### src/rtl/dgw_enable_seq_pkg.sv
// Shared constants, FSM state encoding and the group one-hot helper for the
// DGW enable sequencer.
package dgw_pkg;
  localparam int NUM_GROUPS = 16;
  localparam int ADDR_W     = 4;
  localparam int LEN_W      = 4;

  typedef enum logic [1:0] {
    IDLE  = 2'd0,
    ISSUE = 2'd1,
    GAP   = 2'd2
  } state_t;

  function automatic logic [NUM_GROUPS-1:0] onehot(input logic [ADDR_W-1:0] idx);
    logic [NUM_GROUPS-1:0] v;
    v      = '0;
    v[idx] = 1'b1;
    return v;
  endfunction
endpackage

### src/rtl/dgw_enable_seq_if.sv
// Burst request handshake between a requester and the enable sequencer.
interface dgw_enable_seq_if;
  import dgw_pkg::*;

  logic              req_valid;
  logic              req_ready;
  logic [ADDR_W-1:0] req_addr;
  logic [LEN_W-1:0]  req_len;
  logic              req_bcast;

  modport master (output req_valid, req_addr, req_len, req_bcast, input req_ready);
  modport slave  (input req_valid, req_addr, req_len, req_bcast, output req_ready);
endinterface

### src/rtl/dgw_enable_seq_onehot_dec.sv
// Group index to one-hot enable decoder with broadcast override and kill mask.
module dgw_onehot_dec
  import dgw_pkg::*;
(
  input  logic [ADDR_W-1:0]     addr,
  input  logic                  bcast,
  input  logic [NUM_GROUPS-1:0] grp_disable,
  output logic [NUM_GROUPS-1:0] grp_en
);
  always_comb begin
    grp_en = (bcast ? {NUM_GROUPS{1'b1}} : onehot(addr)) & ~grp_disable;
  end
endmodule

### src/rtl/dgw_enable_seq.sv
// Converts burst requests into a registered one-hot-per-cycle group enable
// bus E for the downstream clock gates, with an idle gap between bursts.
module dgw_enable_seq
  import dgw_pkg::*;
#(
  parameter int GAP_CYCLES = 1
) (
  input  logic                  clk,
  input  logic                  rst,
  dgw_enable_seq_if.slave       req,
  input  logic [NUM_GROUPS-1:0] grp_disable,
  output logic [NUM_GROUPS-1:0] E,
  output logic                  busy,
  output logic                  done
);
  localparam logic [1:0] GAP_LAST = (GAP_CYCLES > 0) ? 2'(GAP_CYCLES - 1) : 2'd0;

  state_t                state_q, state_d;
  logic [ADDR_W-1:0]     cur_q, cur_d;
  logic [LEN_W-1:0]      rem_q, rem_d;
  logic [1:0]            gap_q, gap_d;
  logic [NUM_GROUPS-1:0] e_q, e_d;
  logic                  busy_q, busy_d;
  logic                  done_q, done_d;

  logic [ADDR_W-1:0]     dec_addr;
  logic                  dec_bcast;
  logic [NUM_GROUPS-1:0] dec_en;
  logic                  accept;

  assign req.req_ready = (state_q == IDLE) && !rst;
  assign accept        = req.req_valid && req.req_ready;

  // In IDLE the first enable is decoded straight from the request so it lands
  // in E the cycle after accept; afterwards cur_q holds the next group.
  always_comb begin
    dec_addr  = cur_q;
    dec_bcast = 1'b0;
    if (state_q == IDLE) begin
      dec_addr  = req.req_addr;
      dec_bcast = req.req_bcast;
    end
  end

  dgw_onehot_dec u_dec (
    .addr        (dec_addr),
    .bcast       (dec_bcast),
    .grp_disable (grp_disable),
    .grp_en      (dec_en)
  );

  always_comb begin
    state_d = state_q;
    cur_d   = cur_q;
    rem_d   = rem_q;
    gap_d   = gap_q;
    e_d     = '0;
    done_d  = 1'b0;
    unique case (state_q)
      IDLE: begin
        if (accept) begin
          e_d     = dec_en;
          cur_d   = req.req_addr + ADDR_W'(1);
          rem_d   = req.req_bcast ? '0 : req.req_len;
          done_d  = req.req_bcast || (req.req_len == '0);
          state_d = ISSUE;
        end
      end
      ISSUE: begin
        // rem_q counts groups still to emit after the one currently on E.
        if (rem_q == '0) begin
          if (GAP_CYCLES > 0) begin
            state_d = GAP;
            gap_d   = GAP_LAST;
          end else begin
            state_d = IDLE;
          end
        end else begin
          e_d    = dec_en;
          cur_d  = cur_q + ADDR_W'(1);
          rem_d  = rem_q - LEN_W'(1);
          done_d = (rem_q == LEN_W'(1));
        end
      end
      GAP: begin
        if (gap_q == '0) state_d = IDLE;
        else             gap_d   = gap_q - 2'd1;
      end
      default: state_d = IDLE;
    endcase
    busy_d = (state_d != IDLE);
  end

  always_ff @(posedge clk or posedge rst) begin
    if (rst) begin
      state_q <= IDLE;
      cur_q   <= '0;
      rem_q   <= '0;
      gap_q   <= '0;
      e_q     <= '0;
      busy_q  <= 1'b0;
      done_q  <= 1'b0;
    end else begin
      state_q <= state_d;
      cur_q   <= cur_d;
      rem_q   <= rem_d;
      gap_q   <= gap_d;
      e_q     <= e_d;
      busy_q  <= busy_d;
      done_q  <= done_d;
    end
  end

  assign E    = e_q;
  assign busy = busy_q;
  assign done = done_q;
endmodule

### src/flat_wrapper.sv
// flat-port wrapper written by rule: the top's interface ports become plain ports
module dgw_enable_seq_flat import dgw_pkg::*;
#(
  parameter int GAP_CYCLES = 1
)
  (clk, rst, grp_disable, E, busy, done, req_req_valid, req_req_addr, req_req_len, req_req_bcast, req_req_ready);
  dgw_enable_seq_if req_i ();
  input  logic clk;
  input  logic rst;
  input  logic [NUM_GROUPS-1:0] grp_disable;
  output logic [NUM_GROUPS-1:0] E;
  output logic busy;
  output logic done;
  input wire logic [$bits(req_i.req_valid)-1:0] req_req_valid;
  input wire logic [$bits(req_i.req_addr)-1:0] req_req_addr;
  input wire logic [$bits(req_i.req_len)-1:0] req_req_len;
  input wire logic [$bits(req_i.req_bcast)-1:0] req_req_bcast;
  output wire logic [$bits(req_i.req_ready)-1:0] req_req_ready;
  assign req_i.req_valid = req_req_valid;
  assign req_i.req_addr = req_req_addr;
  assign req_i.req_len = req_req_len;
  assign req_i.req_bcast = req_req_bcast;
  assign req_req_ready = req_i.req_ready;
  dgw_enable_seq #(.GAP_CYCLES(GAP_CYCLES)) u_core (.clk(clk), .rst(rst), .req(req_i), .grp_disable(grp_disable), .E(E), .busy(busy), .done(done));
endmodule
### config.mk
export PLATFORM = sky130hd
export DESIGN_NAME = dgw_enable_seq_flat
export DESIGN_NICKNAME = d
export VERILOG_FILES = /design/src/rtl/dgw_enable_seq_pkg.sv /design/src/rtl/dgw_enable_seq_if.sv /design/src/rtl/dgw_enable_seq_onehot_dec.sv /design/src/rtl/dgw_enable_seq.sv /design/src/flat_wrapper.sv
export SDC_FILE = /design/constraint.sdc
export NUM_CORES = 1
export LEC_CHECK = 0
export BUFFER_PORTS_ARGS = -buffer_cell sky130_fd_sc_hd__buf_2
export CORE_MARGIN = 2
export CORE_UTILIZATION = 45
export CTS_CLUSTER_DIAMETER = 200
export DETAILED_ROUTE_END_ITERATION = 10
export PLACE_DENSITY = 0.7
export SLEW_MARGIN = 25
export SYNTH_ARGS = -nofsm -noshare
export SYNTH_HDL_FRONTEND = slang
export SYNTH_SLANG_ARGS = --single-unit
### constraint.sdc
create_clock -name clk -period 2.5 [get_ports clk]
set_input_delay 0.125 -clock clk [delete_from_list [all_inputs] [get_ports clk]]
set_output_delay 0.125 -clock clk [all_outputs]
set_load 0.03 [all_outputs]
Word level (Yosys, flattened, before mapping). Cells that the tools add are included.

Bits in registers: 30. Bits of input ports: 28. Output and inout port bits: 19. Word-level logic and storage cells: 61.

Add/sub/neg operators: 4. Order comparisons: 2. Eq/ne operators: 7. Multiplexer cells: 25. Bitwise gates (word level): 2. Reduce and logical (&&, ||, !) cells: 14.

Operators with widths (count): 16-bit two-way mux (3); 16-bit one-hot mux with 2 select lines (1); 4-bit two-way mux (6); 16-bit AND (1); 16-bit inverter (1); 4-bit one-hot mux with 2 select lines (2); 2-bit two-way mux (5); 4-bit by 1-bit adder with 4-bit output (second input constant) (2); 4-bit zero test (2); 2-bit one-hot mux with 3 select lines (1); 3-bit AND reduction (2); 2-bit nonzero test (3); 4-bit by 5-bit < comparator with 1-bit output (second input constant) (1); 1-bit demux with 4-bit select (1); 4-bit by 1-bit equality test with 1-bit output (second input constant) (1); 4-bit by 1-bit greater-or-equal comparator with 1-bit output (second input constant) (1); 2-bit zero test (2); 1-bit two-way mux (4); 2-bit by 1-bit inequality test with 1-bit output (second input constant) (2); 2-bit inequality test (second input constant) (2); 2-bit one-hot mux with 2 select lines (1); 4-bit by 1-bit subtractor with 4-bit output (second input constant) (1); 1-bit logical AND (3); 2-bit by 1-bit equality test with 1-bit output (second input constant) (1); 5 further kinds (5).

Longest topological paths before layout.
Depth after elaboration: 10. Gate-level depth with buffers: 8. Depth with buffers taken out: 7.

Modules after synthesis. Synthesis repeated with hierarchy kept, for this count alone.

Cells, all modules: 165. Area, all modules: 1650.3 sq um.

Modules (own cells, without submodules): dgw_enable_seq (instances 1, cells an instance 127, area an instance 1383.8 sq um, seq. area each 750.7 sq um); dgw_onehot_dec (instances 1, cells an instance 38, area an instance 266.5 sq um, seq. area each 0.0 sq um).

Least setup slack after synthesis. No wires, ideal clock.

Kind: register -> register. Start point: register u_core.state_q[1]. End point: register u_core.cur_q[1]. Library setup time: 0.125 ns. Arrival time: 1.614 ns. Data required time: 2.375 ns. Setup slack: 0.761 ns. Cell stages (with the launch flop): 6. Buffers on the path: 0. Period minus slack after synthesis: 1.739 ns. Cells stage by stage: dfrtp_1 > inv_1 > ha_1 > mux2_2 > ha_1 > mux2_2.

Elaborated cells on any way between the ends: 9. Classes of those cells: eq/ne (3); mux (1); reduce/logical (5).

RTL lines: start, declared (RTL line dgw_enable_seq.sv:18) `state_t state_q, state_d;`; start signal, assigned (RTL line dgw_enable_seq.sv:104) `state_q <= state_d;`; 2-bit by 1-bit equality test with 1-bit output / 2-bit zero test (equally long branches) (RTL line dgw_enable_seq.sv:59) `unique case (state_q)`; 4-bit one-hot mux with 2 select lines (*) (RTL line dgw_enable_seq.sv:59); via u_core.cur_d[1] (RTL line dgw_enable_seq.sv:19) `logic [ADDR_W-1:0] cur_q, cur_d;`; end signal, assigned (RTL line dgw_enable_seq.sv:105) `cur_q <= cur_d;`; end, declared (RTL line dgw_enable_seq.sv:19).

Mark *: on every way through the listed nets, which the timed path passes. The rest lies on a longest branch. A chain may end at the register's enable or synchronous reset.

Worst setup path after layout. Ends and elaborated chain as after synthesis.

==> flow_metrics.py <==
metrics = {
    "run_status": {
        "status": "complete, no violations",
    },
    "drt": {
        "totalWireLength_um": 4000,
        "drt_iter0_drc": 84,
        "wl_met3_um": 174,
        "dr_wl_met2_um": 1870,
        "num_vias": 1482,
        "drt-met1-wl_um": 1900,
        "drc": 0,
        "dr.max_layer_used": "met4",
        "first_pass_iters": 4,
        "vias_per_cell": 5.13,
        "drtAntennaViolNets": 0,
        "wire_per_inst_um": 13.8,
    },
    "power": {
        "power_mw": 2.62,
        "power_density_nw_per_um2": 1160,
        "peakVddDrop_mv": 0.541,
        "leakage_nw": 1.10,
    },
    "global_routing": {
        "grt_overflow_total": 0,
        "grt_max_degree": 31,
        "grt.total_usage_pct": 20.9,
        "grt_pass1_vias": 1516,
        "grt_pass1_wl_um": 6730,
        "antenna_found_initial": 0,
    },
    "layout": {
        "drive_above_1_share_pct": 29.0,
        "final_area_sq_um": 2260,
        "stdcell_count": 289,
        "num_antenna_cells": 0,
        "area_growth_pct": 30.7,
        "nNetsFinal": 277,
    },
    "timing": {
        "fmax_ghz": 0.463,
        "clock_skew_ns": 0.00429,
        "whs_ns": 0.133,
        "rsz0062_at_grt": "no",
        "drv_slew": 0,
        "slew_headroom_pct": 60.1,
        "fin_crit_ns": 2.16,
        "period_share_pct": 86.3,
        "tightest_slew_ns": 0.598,
        "hold_viol_final": 0,
        "fin_tns_setup_ns": 0,
        "setup_viol": 0,
    },
    "floorplan": {
        "floorplan.initialDensity_pct": 46.9,
        "rows": 22,
        "core_area_sq_um": 3690,
        "dieArea_sq_um": 4360,
        "die_h_um": 66.0,
        "die_x_um": 66.0,
        "ios": 47,
    },
    "setup_path": {
        "critPathArrivalTime_ns": 2.33,
        "crit_type": "reg -> reg",
        "crit_fanout": 13,
        "critPathMaxStageDelay_ns": 0.56,
        "cp.required_ns": 2.67,
        "critical_path.cell_chain": "inv_1 -> ha_1 -> mux2_2 -> ha_1 -> mux2_2",
        "cp_slowest_cell": "ha_1",
        "crit_path_end_kind": "register",
        "startpoint_type": "register",
    },
    "placed_design": {
        "hpwlAfterDp_um": 2760,
        "io_buffers": 46,
        "dpl_cell_area_sq_um": 1980,
        "dp.cells": 264,
        "place_congestion": 0.815,
    },
    "yosys": {
        "synth_cells": 175,
        "yosysTopAreaCellShare_pct": 43.4,
        "postSynthAreaPerCell_sq_um": 9.89,
        "syn-num-nets": 212,
        "yosys_warnings": 0,
        "synth_most_common_cell": "dfrtp_1",
        "ys_seq_elements": 30,
        "synthTopCellsByCount": "dfrtp_1, a21oi_1, nor3_1",
        "yosys.cell_types.count": 43,
        "synth_top_area_cell": "dfrtp_1",
        "synthTopCellsByArea": "dfrtp_1, ha_1, a21oi_1, nor3_1, mux2_2",
        "ys.flop_type": "dfrtp_1",
        "syn_area_sq_um": 1730,
        "ys_seq_area_share_pct": 43.4,
        "synth-edff-count": 0,
        "postSynth.asyncResetShare_pct": 100,
    },
    "hold_path": {
        "hold_class": "in -> reg",
    },
    "cts": {
        "clk_path_buf_depth": 2,
        "clkLatencyLatePin_ns": 0.28,
        "numCtsBuffers": 5,
        "clkTransAtPathRegs_ns": 0.07,
        "ctsHoldBuffers": 17,
        "cts_sinks": 30,
        "cts_tree": "done",
        "root_buffer": "clkbuf_8",
        "cts_setup_buffers": 0,
        "ctsResizeCount": 0,
        "cts_max_level": 2,
    },
    "job": {
        "max_cap_violations": 0,
    },
}
-- report_power, final --
part	internal (mW)	switching [mW]	total, mW
logic	0.558	0.855	1.41
clock network	0.293	0.188	0.481
registers	0.619	0.108	0.727
total	1.47	1.15	2.62
-- sequential cells by signal (all words and copies together), names as in the netlist --
name,count
u_core.E,16
u_core.busy,1
u_core.cur_q,4
u_core.done,1
u_core.gap_q,2
u_core.rem_q,4
u_core.state_q,2
-- critical path, delay by kind of cell (launching register included) --
| family | cells | cell delay [ns] |
|---|---|---|
| muxes | 2 | 0.67 |
| DFF | 1 | 0.41 |
| buffers and inverters | 1 | 0.13 |
| adders and majority gates | 2 | 0.83 |
-- through the flow --
stage / util, % / worst slack, ns
2_1_floorplan: - / 0.761
3_3_place_gp: 53.7 / 0.418
3_5_place_dp: 53.7 / 0.333
4_1_cts: 61.3 / 0.329
5_1_grt: 61.3 / 0.104
6_report: 61.3 / 0.341
-- cells in the final DEF, fill, tap and decap left out, types with 4 or more instances in the layout --
| master | instances |
|---|---|
| a21oi_1 | 20 |
| nor3_1 | 18 |
| nor2_1 | 11 |
| mux2_2 | 4 |
| buf_2 | 46 |
| ha_1 | 9 |
| clkbuf_8 | 5 |
| dfrtp_1 | 30 |
| dlygate4sd3_1 | 17 |
| nor2b_1 | 6 |
| nand2_1 | 11 |
| o21ai_0 | 6 |
| inv_1 | 11 |
| mux2i_1 | 4 |
-- path summary, 6_finish.rpt --
path / startpoint / end / slack, ns / cells after the start
max: u_core.state_q[1]$_DFF_PP0_ / u_core.cur_q[1]$_DFFE_PP0P_ / 0.34 / 5
min: req_req_len[0] / u_core.rem_q[0]$_DFFE_PP0P_ / 0.13 / 3
max reg2reg: u_core.state_q[1]$_DFF_PP0_ / u_core.cur_q[1]$_DFFE_PP0P_ / 0.34 / 5
min reg2reg: u_core.gap_q[1]$_DFFE_PP0P_ / u_core.gap_q[1]$_DFFE_PP0P_ / 0.49 / 2
max in group asynchronous: rst / u_core.done$_DFF_PP0_ / 1.74 / 4
min in group asynchronous: rst / u_core.busy$_DFF_PP0_ / 0.48 / 4
-- layer usage --
| layer | vias to the layer above | track usage [%] |
|---|---|---|
| met3 | 5 | 4.94 |
| met1 | 693 | 26.8 |
| met5 | - | 0 |
| met4 | 0 | 9.69 |
| met2 | 34 | 33.3 |
| li1 | 750 | - |
-- final cells by class --
class,instances,area (sq um)
timing repair buffer,66,423
tap,48,60.1
clock buffer,5,68.8
multi-input combinational,126,877
clock inverter,3,40.0
inverter,11,41.3
sequential,30,751
fill,327,1430
-- logic make-up after synthesis --
family / synth area share (%)
flops: 43.4
simple gates: 19.3
compound gates: 17.7
fa+ha+maj: 6.51
buf+inv: 5.93
xor+xnor: 0.506
mux: 6.65
Note: power is estimated with default switching activity, not from simulation.
